===== config.mk =====
export PLATFORM = sky130hd
export DESIGN_NAME = fetch_ctrl
export DESIGN_NICKNAME = d
export VERILOG_FILES = /design/src/rtl/fetch_ctrl.sv
export SDC_FILE = /design/constraint.sdc
export NUM_CORES = 1
export LEC_CHECK = 0
export BUFFER_PORTS_ARGS = -buffer_cell sky130_fd_sc_hd__buf_2
export CAP_MARGIN = 20
export CORE_AREA = 2 2 97 99
export DETAILED_ROUTE_END_ITERATION = 12
export DIE_AREA = 0 0 99 101
export SETUP_SLACK_MARGIN = 0.2
export SLEW_MARGIN = 40
export SYNTH_ARGS = -nofsm -noshare
export SYNTH_HDL_FRONTEND = slang
export SYNTH_SLANG_ARGS = --single-unit

===== constraint.sdc =====
create_clock -name clk -period 2.1 [get_ports clk]
set_input_delay 0.315 -clock clk [delete_from_list [all_inputs] [get_ports clk]]
set_output_delay 0.315 -clock clk [all_outputs]
set_load 0.005 [all_outputs]

===== src/rtl/fetch_ctrl.sv =====
// Boot-delay / program-load / run sequencer owning the instruction-memory port.
// Optional FETCH_CTRL_RELOAD_EN: loader activity in RUN parks fetch in HOLD for a reload.
module fetch_ctrl #(
    parameter int          BOOT_CYCLES = 4096,
    parameter int          ADDR_W      = 10,
    parameter logic [31:0] RESET_PC    = 32'h00000314
) (
    input  logic              clk,
    input  logic              rst_n,
    input  logic              loader_valid,
    input  logic [ADDR_W-1:0] loader_addr,
    input  logic [31:0]       loader_data,
    input  logic              loader_done,
    output logic              loader_ready,
    input  logic [ADDR_W-1:0] fetch_addr,
    input  logic              pipe_stall_in,
    output logic              fetch_stall,
    output logic              fetch_run,
    output logic              pc_load,
    output logic [31:0]       pc_init,
    output logic [ADDR_W-1:0] mem_addr,
    output logic [31:0]       mem_wdata,
    output logic              mem_we,
    output logic [1:0]        state,
    output logic [15:0]       load_count
);

    typedef enum logic [1:0] {
        ST_BOOT = 2'd0,
        ST_LOAD = 2'd1,
        ST_RUN  = 2'd2,
        ST_HOLD = 2'd3
    } state_t;

    localparam logic [15:0] BOOT_LAST = 16'(BOOT_CYCLES - 1);

    state_t      state_reg;
    logic [15:0] boot_cnt_reg;
    logic [15:0] load_count_reg;
    logic        pc_load_reg;
    logic        loading;
    logic        write_accept;

`ifdef FETCH_CTRL_RELOAD_EN
    assign loading = (state_reg == ST_LOAD) || (state_reg == ST_HOLD);
`else
    assign loading = (state_reg == ST_LOAD);
`endif
    assign write_accept = loading && loader_valid;

    always_ff @(posedge clk or negedge rst_n) begin
        if (!rst_n) begin
            state_reg      <= ST_BOOT;
            boot_cnt_reg   <= 16'd0;
            load_count_reg <= 16'd0;
            pc_load_reg    <= 1'b0;
        end else begin
            pc_load_reg <= 1'b0;
            if (write_accept && (load_count_reg != 16'hFFFF))
                load_count_reg <= load_count_reg + 16'd1;
            case (state_reg)
                ST_BOOT: begin
                    if (boot_cnt_reg == BOOT_LAST) begin
                        boot_cnt_reg <= 16'd0;
                        state_reg    <= ST_LOAD;
                    end else begin
                        boot_cnt_reg <= boot_cnt_reg + 16'd1;
                    end
                end
                ST_LOAD: begin
                    // A write presented alongside done is still accepted above.
                    if (loader_done) begin
                        state_reg   <= ST_RUN;
                        pc_load_reg <= 1'b1;
                    end
                end
`ifdef FETCH_CTRL_RELOAD_EN
                ST_RUN: begin
                    if (loader_valid)
                        state_reg <= ST_HOLD;
                end
                ST_HOLD: begin
                    if (loader_done) begin
                        state_reg   <= ST_RUN;
                        pc_load_reg <= 1'b1;
                    end
                end
`else
                ST_RUN: begin
                    state_reg <= ST_RUN;
                end
`endif
                default: begin
                    state_reg <= state_reg;
                end
            endcase
        end
    end

    always_comb begin
        loader_ready = loading;
        mem_we       = write_accept;
        mem_addr     = '0;
        mem_wdata    = 32'd0;
        if (loading) begin
            mem_addr  = loader_addr;
            mem_wdata = loader_data;
        end else if (state_reg == ST_RUN) begin
            mem_addr = fetch_addr;
        end
    end

    assign fetch_run   = (state_reg == ST_RUN);
    assign fetch_stall = !fetch_run || pipe_stall_in;
    assign pc_load     = pc_load_reg;
    assign pc_init     = RESET_PC;
    assign state       = state_reg;
    assign load_count  = load_count_reg;

endmodule


==> results.rst, run 1 <==
.. list-table::
   :header-rows: 1

   * - Metric
     - Value
   * - Final critical delay including setup and external delays
     - 1860 ps
   * - DRC errors left
     - 0
   * - Number of buffer cells added on primary ports
     - 121
   * - Worst setup skew after layout
     - 5.49 ps
   * - Syn_area_per_cell
     - 9.41 um^2
   * - Total wire length after detailed routing
     - 6240 um
   * - Class of the most critical hold timing path
     - input port to asynchronous set/reset pin
   * - Count of cells along the worst register-to-register path
     - 4
   * - Netlist Area Pre-Place
     - 0.00235 mm^2
   * - Half-perimeter wire length after placement
     - 4980 um
   * - Cell taking the most area after synthesis
     - sky130_fd_sc_hd__dfrtp_1
   * - F_max
     - 537 MHz
   * - Fraction of final layout cells with drive strength greater than 1
     - 0.422
   * - Yosys top cell area share
     - 0.372
   * - Clock slew at the register clock pins of the worst setup and hold paths
     - 70 ps
   * - Largest net degree at the start of global routing
     - 36
   * - Maximum net fanout on the critical path
     - 5
   * - Count of pins on the block boundary
     - 154
   * - Initial standard-cell utilization of the core
     - 0.262
   * - Post-Place Cell Area
     - 0.00299 mm^2
   * - Sinks on Clock Net
     - 35
   * - Startpoint type of the worst setup path
     - register
   * - Maximum root-to-sink buffer count
     - 2
   * - Placement row count
     - 35
   * - Post-placement setup slack
     - 214 ps
   * - Worst-case register-to-register setup slack
     - 320 ps
   * - First-pass GRT wire length
     - 9540 um
   * - Inserted Clock Buffers
     - 5
   * - Critical path origin
     - state[0]
   * - Chip width
     - 99 um
   * - GRT Total Usage
     - 0.116
   * - Number of maximum-capacitance constraint violations
     - 0
   * - Number of routed nets with antenna violations
     - 0
   * - Power after layout
     - 1230 uW
   * - Gate count after technology mapping
     - 250
   * - RSZ-0062 raised after global routing
     - yes
   * - DIE HEIGHT
     - 101 um
   * - Area of the die
     - 0.0100 mm^2
   * - Antenna violations before repair
     - 0
   * - Final RePlAce weighted congestion
     - 0.756
   * - Power per standard cell area
     - 382 mW/mm^2
   * - Ys async rst share
     - 1.00
   * - Placeable core region
     - 0.00898 mm^2
   * - Synth-to-layout area growth
     - 36.3%
   * - Post-synthesis sequential element count
     - 35
   * - Dominant synthesized flop cell
     - sky130_fd_sc_hd__dfrtp_1
   * - Signal arrival time at the worst endpoint
     - 1550 ps
   * - Routed length per instance
     - 12.6 um
   * - Portion of the post-synthesis area used by sequential elements
     - 0.372
   * - Post-layout net count
     - 445
   * - CTS HTree Levels
     - 2
   * - Violations in the final reports
     - hold timing
   * - Post-synth EDFFs
     - 0
   * - Ant. Diodes
     - 0
   * - Final-report max-slew violation count
     - 0
   * - Total Negative Setup Slacks
     - 0 ps
   * - VDD IR max
     - 0.241 mV
   * - Setup Crit Path Kind
     - register to output pin
   * - CTS tree
     - yes
   * - Required time of the critical path
     - 1780 ps
   * - Latest clock arrival within the worst-skew pair
     - 280 ps
   * - Synth warnings
     - 0
   * - Library cells used by synthesis
     - 40
   * - Final setup margin
     - 238 ps
   * - Result of the run
     - finished, violations left
   * - Final setup vio count
     - 0
   * - Vias after detailed routing
     - 2130
   * - Leakage
     - 0.00176 uW
   * - Share of the clock period used by the worst path after layout
     - 0.887
   * - Iteration-0 DRC Markers
     - 100
   * - Root Driver
     - sky130_fd_sc_hd__clkbuf_8
   * - Worst setup EP type
     - output pin
   * - Post-route cell area
     - 0.00321 mm^2
   * - Ranking of synthesized cells by area
     - sky130_fd_sc_hd__dfrtp_1, sky130_fd_sc_hd__buf_4, sky130_fd_sc_hd__and2_1
   * - Final Hold Violating Endpoints
     - 35
   * - Detailed Routing Iterations Pass 1
     - 5
   * - Count of hold-fix buffers inserted at cts
     - 0
   * - Aggregate global routing overflow
     - 0
   * - Startpoint of the lowest-slack register-to-register path
     - boot_cnt_reg[13]
   * - Via count of the first global-routing pass
     - 1839
   * - Hold Worst Slack
     - -27.8 ps
   * - Ratio of routed vias to standard cells
     - 4.30
   * - Destination of the worst register-to-register timing path
     - state[1]
-- power breakdown --
part           total (uW)  leakage [uW]  internal [uW]  switching [uW]
clock                 474     0.0000422            233             241
combinational        78.2       0.00124           36.9            41.3
sequential            674      0.000478            674               0
-- cells in the final DEF, fill, tap and decap left out, types with 7 or more instances in the layout --
master                      n
sky130_fd_sc_hd__buf_2    121
sky130_fd_sc_hd__nand3_1   14
sky130_fd_sc_hd__xor2_1     7
sky130_fd_sc_hd__xnor2_1   14
sky130_fd_sc_hd__nor2_1     9
sky130_fd_sc_hd__buf_4     10
sky130_fd_sc_hd__nand2_1   15
sky130_fd_sc_hd__nand4_1   10
sky130_fd_sc_hd__conb_1    32
sky130_fd_sc_hd__and2_1    34
sky130_fd_sc_hd__a22o_1    10
sky130_fd_sc_hd__dfrtp_1   34
-- Yosys cell counts, types with 5 or more instances --
library cell               number
sky130_fd_sc_hd__a22o_1        10
sky130_fd_sc_hd__and2_1        34
sky130_fd_sc_hd__buf_4         33
sky130_fd_sc_hd__clkbuf_1       6
sky130_fd_sc_hd__dfrtp_1       35
sky130_fd_sc_hd__ha_1           5
sky130_fd_sc_hd__inv_1          8
sky130_fd_sc_hd__nand2_1       15
sky130_fd_sc_hd__nand3_1       14
sky130_fd_sc_hd__nand4_1       10
sky130_fd_sc_hd__nor2_1         9
sky130_fd_sc_hd__nor3_1         5
sky130_fd_sc_hd__xnor2_1       14
sky130_fd_sc_hd__xor2_1         7
-- timing repair --
item	4_1_cts	5_1_grt
resized for setup	14	6
cloned	1	0
endpoints found under the setup margin	37	16
pin swaps	3	2
setup buffers	5	2
-- through the flow --
| stage | hold slack, ps | instances | util |
|---|---|---|---|
| floorplan | 19.4 | 280 | - |
| global placement | 445 | 479 | 0.333 |
| detailed placement | 454 | 479 | 0.333 |
| CTS | 145 | 493 | 0.352 |
| global route | 11.1 | 495 | 0.357 |
| finish | -27.8 | 495 | 0.357 |
-- kinds of logic after synthesis --
kind of cell	Yosys count	synth area share
adder cells (fa/ha/maj)	5	0.0266
other	2	0.00319
XOR/XNOR	21	0.0782
AND/OR/NAND/NOR	109	0.273
buffers and inverters	47	0.128
AO/OA/AOI/OAI	25	0.0914
flip-flops	35	0.372
multiplexers	6	0.0276
-- routing by layer --
metal | global-route usage | part of all wire | vias to the layer above
met3 | 0.0215 | 0.039 | 3
met2 | 0.162 | 0.47 | 53
li1 | - | - | 1065
met1 | 0.187 | 0.49 | 1009
met4 | 0.0158 | 0.0030 | 0
met5 | 0 | 0 | -
-- worst max-delay path: stages (launching register included) --
cell	delay (ps)
sky130_fd_sc_hd__dfrtp_2	440
sky130_fd_sc_hd__ha_4	180
sky130_fd_sc_hd__buf_6	130
sky130_fd_sc_hd__nor2b_4	110
sky130_fd_sc_hd__buf_2	170
sky130_fd_sc_hd__a22o_1	130
sky130_fd_sc_hd__buf_2	110
-- layout make-up --
type                       instances  area, um^2
sequential                        35         877
clock buffer                       7        76.3
multi-input combinational        198        1350
fill                             920        5770
clock inverter                     1        5.00
inverter                           8        30.0
tap                              111         139
timing repair buffer             135         734
-- how the worst max path moves through the flow --
stage	endpoint	slack, ps	cells after the start
CTS	boot_cnt_reg[5]	200	6
floorplan	load_count[13]	200	7
detailed placement	boot_cnt_reg[5]	210	6
finish	mem_addr[8]	240	6
global route	mem_addr[0]	170	7
global placement	mem_addr[1]	270	6
Note: power is estimated with default switching activity, not from simulation.
==> inputs of run 2 (changes only) <==
Settings changed: CORE_AREA 2 2 97 99 to 2 2 87 110, DIE_AREA 0 0 99 101 to 0 0 89 112.
Clock period 2.1 ns to 2.25 ns, I/O delays scaled along.
==> results.rst, run 2 (same netlist as run 1, synthesis figures left out) <==
.. list-table::
   :header-rows: 1

   * - Metric
     - Value
   * - Antenna violations before repair
     - 0
   * - Synth-to-layout area growth
     - 36.9%
   * - Placeable core region
     - 0.00898 mm^2
   * - Fraction of final layout cells with drive strength greater than 1
     - 0.402
   * - Chip width
     - 89 um
   * - Startpoint type of the worst setup path
     - register
   * - Class of the most critical hold timing path
     - input port to asynchronous set/reset pin
   * - Total Negative Setup Slacks
     - 0 ps
   * - Number of maximum-capacitance constraint violations
     - 0
   * - Latest clock arrival within the worst-skew pair
     - 280 ps
   * - RSZ-0062 raised after global routing
     - no
   * - Count of hold-fix buffers inserted at cts
     - 0
   * - CTS tree
     - yes
   * - Busiest layer in global routing
     - met2
   * - DRC errors left
     - 0
   * - Post-placement setup slack
     - 267 ps
   * - Final critical delay including setup and external delays
     - 1990 ps
   * - Final setup vio count
     - 0
   * - Required time of the critical path
     - 1910 ps
   * - Aggregate global routing overflow
     - 0
   * - Most common library cell in the layout ignoring fill and taps
     - sky130_fd_sc_hd__buf_2
   * - CTS HTree Levels
     - 2
   * - Final-report max-slew violation count
     - 0
   * - Met1 Resource Use GR
     - 0.159
   * - Maximum root-to-sink buffer count
     - 2
   * - GR met2 Demand/Resource
     - 0.197
   * - Via count of the first global-routing pass
     - 1980
   * - GRT Total Usage
     - 0.123
   * - Total wire length after detailed routing
     - 6100 um
   * - Area of the die
     - 0.00997 mm^2
   * - Root Driver
     - sky130_fd_sc_hd__clkbuf_16
   * - Final setup margin
     - 259 ps
   * - Setup Crit Path Kind
     - register to output pin
   * - Half-perimeter wire length after placement
     - 4800 um
   * - VDD IR max
     - 0.258 mV
   * - Ant. Diodes
     - 0
   * - Met3 track demand over resource
     - 0.0311
   * - Largest net degree at the start of global routing
     - 36
   * - Vias after detailed routing
     - 2122
   * - Leakage
     - 0.00176 uW
   * - Maximum net fanout on the critical path
     - 23
   * - Post-layout net count
     - 439
   * - Placement row count
     - 39
   * - DIE HEIGHT
     - 112 um
   * - Result of the run
     - finished, violations left
   * - Number of buffer cells added on primary ports
     - 121
   * - Count of pins on the block boundary
     - 154
   * - Detailed Routing Iterations Pass 1
     - 4
   * - Signal arrival time at the worst endpoint
     - 1650 ps
   * - Iteration-0 DRC Markers
     - 66
   * - Most used cells in the layout excluding fill and tap cells
     - sky130_fd_sc_hd__buf_2, sky130_fd_sc_hd__dfrtp_1, sky130_fd_sc_hd__and2_1
   * - Final Hold Violating Endpoints
     - 1
   * - Worst setup EP type
     - output pin
   * - Number of routed nets with antenna violations
     - 0
   * - Worst setup skew after layout
     - 9.31 ps
   * - Hold Worst Slack
     - -1.53 ps
   * - First-pass GRT wire length
     - 9760 um
   * - Max_slew headroom
     - 0.660
   * - Share of the clock period used by the worst path after layout
     - 0.885
   * - Sinks on Clock Net
     - 35
   * - Ratio of routed vias to standard cells
     - 4.24
   * - Clock slew at the register clock pins of the worst setup and hold paths
     - 60 ps
   * - Final RePlAce weighted congestion
     - 0.774
   * - Violations in the final reports
     - hold timing
   * - Inserted Clock Buffers
     - 5
   * - Worst-Margin Slew
     - 505 ps
   * - Routed length per instance
     - 12.2 um
   * - Power per standard cell area
     - 433 mW/mm^2
   * - Initial standard-cell utilization of the core
     - 0.262
   * - F_max
     - 502 MHz
[run 2: cell count changes in the layout (fill, tap and decap cells not counted), sizes merged]
| cell | delta |
|---|---|
| buf | -7 |
| bufbuf | +1 |
[run 2: where the power goes]
group | switching [uW] | internal [uW] | total [uW]
clock network | 252 | 442 | 694
logic | 36.5 | 34.3 | 70.8
registers | 0 | 630 | 630
total | 288 | 1110 | 1390
[run 2: repair_timing]
item                       CTS  global route
gates resized for setup      6             2
setup endpoints to repair   10            10
gates cloned                 1             0
pin swaps                    0             0
setup buffers                0             2
[run 2: area by class of cell]
cell class              instances  area [um^2]
well taps                     123          154
inverters                       8         30.0
clock buffers                   7          143
repair buffers                129          706
clock inverters                 1         8.76
multi-input cells             198         1310
fillers                       949         5760
flip-flops and latches         35          876
[run 2: per-stage QoR]
step                hold WS (ps)  total power (uW)   util  std cells  cell area [um^2]
CTS                          165              1410  0.357        499              3200
global placement             464               711  0.333        490              2990
floorplan                   41.9               694      -        280              2470
detailed placement           459               711  0.333        490              2990
global route                36.4              1470  0.359        501              3220
finish                     -1.53              1390  0.359        501              3220
[run 2: final timing paths]
check                                    to  cells past startpoint        startpoint  slack, ps
min in group clk                    pc_load                      2       loader_done        300
max reg2reg                 boot_cnt_reg[5]                      6          state[0]        420
min                         boot_cnt_reg[2]                      1             rst_n         -2
max                             mem_addr[3]                      6          state[0]        260
min reg2reg                boot_cnt_reg[15]                      1  boot_cnt_reg[15]        470
max in group asynchronous   boot_cnt_reg[6]                      1             rst_n       1920
[run 2: layer usage]
metal | part of all wire | up-vias
met4 | 0.015 | 0
li1 | - | 1048
met3 | 0.050 | 9
met2 | 0.50 | 60
met1 | 0.43 | 1005
met5 | 0 | -
[run 2: critical path, stage by stage (launching register included)]
cell	delay, ps
sky130_fd_sc_hd__dfrtp_1	440
sky130_fd_sc_hd__ha_4	210
sky130_fd_sc_hd__buf_12	150
sky130_fd_sc_hd__nor2b_1	120
sky130_fd_sc_hd__buf_4	190
sky130_fd_sc_hd__a22o_1	150
sky130_fd_sc_hd__buf_2	110
